File: src/rtl/shift_add_multiplier.sv
// Sequential unsigned shift-and-add multiplier: P = X * Y, one partial-product
// step per clock, WIDTH steps per multiply, with busy/done handshake.
module shift_add_multiplier #(
  parameter int WIDTH = 4
) (
  input  logic                 clk,
  input  logic                 rst_n,
  input  logic                 start,
  input  logic [WIDTH-1:0]     X,
  input  logic [WIDTH-1:0]     Y,
  output logic [2*WIDTH-1:0]   P,
  output logic                 busy,
  output logic                 done
);

  localparam int CW = $clog2(WIDTH + 1);

  typedef enum logic [1:0] {
    IDLE = 2'd0,
    RUN  = 2'd1,
    DONE = 2'd2
  } state_t;

  state_t               state_q, state_d;
  logic [WIDTH-1:0]     a_q, a_d;
  logic [WIDTH-1:0]     m_q, m_d;
  logic [WIDTH-1:0]     q_q, q_d;
  logic [CW-1:0]        count_q, count_d;
  logic [2*WIDTH-1:0]   p_q, p_d;
  logic                 busy_q, busy_d;
  logic                 done_q, done_d;

  logic [WIDTH:0]       sum_s;
  logic                 carry_s;
  logic                 accept_s;
  logic                 last_step_s;

  assign accept_s    = start && ((state_q == IDLE) || (state_q == DONE));
  assign last_step_s = (state_q == RUN) && (count_q == CW'(1));

  // State and datapath registers; reset discards any in-flight multiply.
  always_ff @(posedge clk or negedge rst_n) begin
    if (!rst_n) begin
      state_q <= IDLE;
      a_q     <= '0;
      m_q     <= '0;
      q_q     <= '0;
      count_q <= '0;
      p_q     <= '0;
      busy_q  <= 1'b0;
      done_q  <= 1'b0;
    end else begin
      state_q <= state_d;
      a_q     <= a_d;
      m_q     <= m_d;
      q_q     <= q_d;
      count_q <= count_d;
      p_q     <= p_d;
      busy_q  <= busy_d;
      done_q  <= done_d;
    end
  end

  // Next-state logic; DONE may relaunch directly for back-to-back operation.
  always_comb begin
    state_d = state_q;
    case (state_q)
      IDLE: begin
        if (start) state_d = RUN;
        else       state_d = IDLE;
      end
      RUN: begin
        if (count_q == CW'(1)) state_d = DONE;
        else                   state_d = RUN;
      end
      DONE: begin
        if (start) state_d = RUN;
        else       state_d = IDLE;
      end
      default: state_d = IDLE;
    endcase
  end

  // One step: conditional add into {C,A}, then shift {C,A,Q} right with a 0 fill.
  always_comb begin
    sum_s   = {1'b0, a_q} + (q_q[0] ? {1'b0, m_q} : {(WIDTH + 1){1'b0}});
    carry_s = sum_s[WIDTH];
    a_d     = a_q;
    m_d     = m_q;
    q_d     = q_q;
    count_d = count_q;
    if (accept_s) begin
      m_d     = X;
      q_d     = Y;
      a_d     = '0;
      count_d = CW'(WIDTH);
    end else if (state_q == RUN) begin
      a_d     = {carry_s, sum_s[WIDTH-1:1]};
      q_d     = {sum_s[0], q_q[WIDTH-1:1]};
      count_d = count_q - CW'(1);
    end else begin
      count_d = count_q;
    end
  end

  // Registered outputs; P only loads on the final step so no partial product leaks.
  always_comb begin
    busy_d = (state_d == RUN);
    done_d = (state_d == DONE);
    if (last_step_s) p_d = {a_d, q_d};
    else             p_d = p_q;
  end

  assign P    = p_q;
  assign busy = busy_q;
  assign done = done_q;

endmodule

File: config.mk
export PLATFORM = sky130hd
export DESIGN_NAME = shift_add_multiplier
export DESIGN_NICKNAME = d
export VERILOG_FILES = /design/src/rtl/shift_add_multiplier.sv
export SDC_FILE = /design/constraint.sdc
export NUM_CORES = 1
export LEC_CHECK = 0
export CORE_MARGIN = 8
export CORE_UTILIZATION = 56
export DETAILED_ROUTE_END_ITERATION = 10
export PLACE_DENSITY = 0.78
export SYNTH_ARGS = -nofsm -noshare
export SYNTH_HDL_FRONTEND = slang
export SYNTH_SLANG_ARGS = --single-unit
File: constraint.sdc
create_clock -name clk -period 2.8 [get_ports clk]
set_input_delay 0.7 -clock clk [delete_from_list [all_inputs] [get_ports clk]]
set_output_delay 0.7 -clock clk [all_outputs]
set_load 0.005 [all_outputs]
==> results.txt <==
mapped cell area: 1373 sq um
NumNets Final: 163
First-pass DRT Iterations: 4
layout cells sized above 1: 0.1389
CTS H-tree lvls: 1
P_sw: 613.9 uW
drt drc: 0
routed len/inst: 15.03 um
Final Cycle Share: 0.7005
I/O pin count: 21
total clock sinks: 27
post-synth top area cell: dfrtp_1
core area: 2410 sq um
critical path endpoint category: register
Buffers on Ports: 20
Slew Limit Fails: 0
Final Hold Fails: 0
total gr overflow: 0
HP Class: register to register
Ys Warns: 0
Starting DRT DRC Count: 27
main flop type after synthesis: dfrtp_1
Clk pin slew, worst setup/hold paths: 0.16 ns
initial core utilization: 0.5696
die height: 65.51 um
post-synthesis register bit count: 27
clk_skew: 0.01669 ns
clock buffer depth: 2
syn avg cell area: 11.16 sq um
GPL Wtd Cong: 0.7318
dpl ws: 0.4484 ns
Worst Path Required: 3.02 ns
gr usage total: 0.1358
peak supply drop: 0.6671 mV
status: finished, final reports clean
num rows: 18
max cap viols: 0
largest net degree at the start of global routing: 28
Max Clk Rate: 0.5098 GHz
Worst Slack Setup Final: 0.8385 ns
Synth top area share: 0.4923
Inserted Diodes: 0
vias in the first global route: 1029
dpl hpwl: 1989 um
die width: 65.51 um
Hold Buf Count CTS: 0
Final Critical Period: 1.961 ns
setup bufs post-CTS: 0
clk_lat worst skew: 0.33 ns
CTS tree: done
drt total wl: 2616 um
Slew @ Worst Pin: 0.6682 ns
Setup-failing EPs final: 0
sequential power share: 0.438
sequential-to-total area share from yosys stat: 0.4923
CTS Buf Count: 3
routed via count: 918
post-route ant nets: 0
Synth async-reset ratio: 1.000
Int Pwr: 1038 uW
initial antenna violation count: 0
first-pass GRT wire length: 4643 um
Setup crit start kind: input port
Setup CP Type: input port to register
Post-synth top cells: 27 x dfrtp_1, 16 x nand2_1, 10 x o21ai_0
Worst Path Max Fanout: 12
RSZ-0062 raised after global routing: no
Gate Count Post-Synth: 123
P_leak: 0.0007458 uW
Arrival @ worst endpoint: 2.18 ns
Logic pwr share: 0.456
Synth Net Count: 141
Layout Area Growth over Synthesis: 17.32%
Distinct cells, synth: 30
Total Die Area: 4291 sq um
Cell Pwr Density: 1026 nW/um^2
Fin Setup TNS: 0 ns
Avg Vias per Cell: 5.276
most common cell in the synthesized netlist: dfrtp_1
Slew headroom: 0.5545
top cells by area, synth: dfrtp_1 49%, ha_1 5.5%, mux2_4 5.5%
number of synthesized flops with an enable pin: 0
post-cts resize count: 0
CTS root buf: clkbuf_4
sw frac: 0.3717
clock power share: 0.106
cell families after synthesis:
kind of cell / count (synthesis) / share of synthesized area
compound gates: 27 / 0.1313
xor+xnor: 4 / 0.02553
fa+ha+maj: 7 / 0.06928
buf+inv: 13 / 0.05378
flops: 27 / 0.4923
mux: 10 / 0.09116
simple gates: 35 / 0.1367
per-stage QoR:
stage	power, uW	cell area [sq um]	std cells	utilization	hold slack, ns
6_report	1652	1610	174	0.6682	0.4891
4_1_cts	1672	1610	174	0.6682	0.4922
5_1_grt	1803	1610	174	0.6682	0.5194
3_5_place_dp	1499	1580	170	0.6558	0.4573
3_3_place_gp	1457	1580	170	0.6558	0.4549
2_1_floorplan	1232	1373	123	-	0.4044
critical path: stages:
cell,delay (ns)
clkdlybuf4s50_1,0.77
nor2b_1,0.10
a211oi_1,0.23
a21oi_1,0.09
mux2_4,0.30
layout by cell type (no fill, tap or decap), types with 2 or more instances in the layout:
cell,netlist,layout
inv_1,8,8
a211oi_2,2,2
a21oi_1,5,5
nor2b_1,5,5
mux2_4,5,5
a22o_1,3,3
dfrtp_1,27,27
clkdlybuf4s50_1,0,20
mux2i_1,5,5
nor2b_2,2,2
xnor2_1,2,2
xor2_1,2,2
a211oi_1,2,2
nand2b_1,2,2
o21ai_0,10,10
a21o_1,2,2
nand2_1,16,16
ha_1,6,6
a21oi_2,2,2
clkbuf_4,0,3
and2_1,4,4
cell type report:
cell class                      instances  area [sq um]
Fill cell                             205         799.5
Sequential cell                        27         675.6
Multi-Input combinational cell         83         623.1
Timing Repair Buffer                   21         207.7
Tap cell                               30         37.54
Inverter                                9         36.28
Clock buffer                            3         22.52
Clock inverter                          1         7.507
power groups by stage:
stage               combinational (uW)  sequential [uW]  clock, uW
finish                             753              723        176
global route                       856              752        195
CTS                                769              726        178
detailed placement                 768              731          0
global placement                   732              725          0
floorplan                          573              659          0
layer usage:
| metal | vias to the layer above | wire, um | track usage |
|---|---|---|---|
| li1 | 453 | - | - |
| met5 | - | 0 | 0 |
| met1 | 443 | 1225 | 0.1699 |
| met2 | 20 | 1246 | 0.2251 |
| met4 | 0 | 21 | 0.04087 |
| met3 | 2 | 124 | 0.03401 |
worst paths after layout:
path,cells after the start,to,from,slack [ns]
worst min-delay path,2,m_q[0]$_DFFE_PN0P_,m_q[0]$_DFFE_PN0P_,0.49
worst max register to register,7,P[4]$_DFFE_PN0N_,q_q[0]$_DFF_PN0_,0.87
max in group asynchronous,2,q_q[3]$_DFF_PN0_,rst_n,1.83
worst max-delay path,5,P[3]$_DFFE_PN0N_,start,0.84
min in group asynchronous,2,m_q[0]$_DFFE_PN0P_,rst_n,0.71
worst min register to register,2,m_q[0]$_DFFE_PN0P_,m_q[0]$_DFFE_PN0P_,0.49
flip-flops by register name, summed over array words and instances (netlist names):
name	flops
count_q	3
q_q	4
a_q	4
P	8
done	1
m_q	4
busy	1
state_q	2
Power figures use the tool's default switching activity.
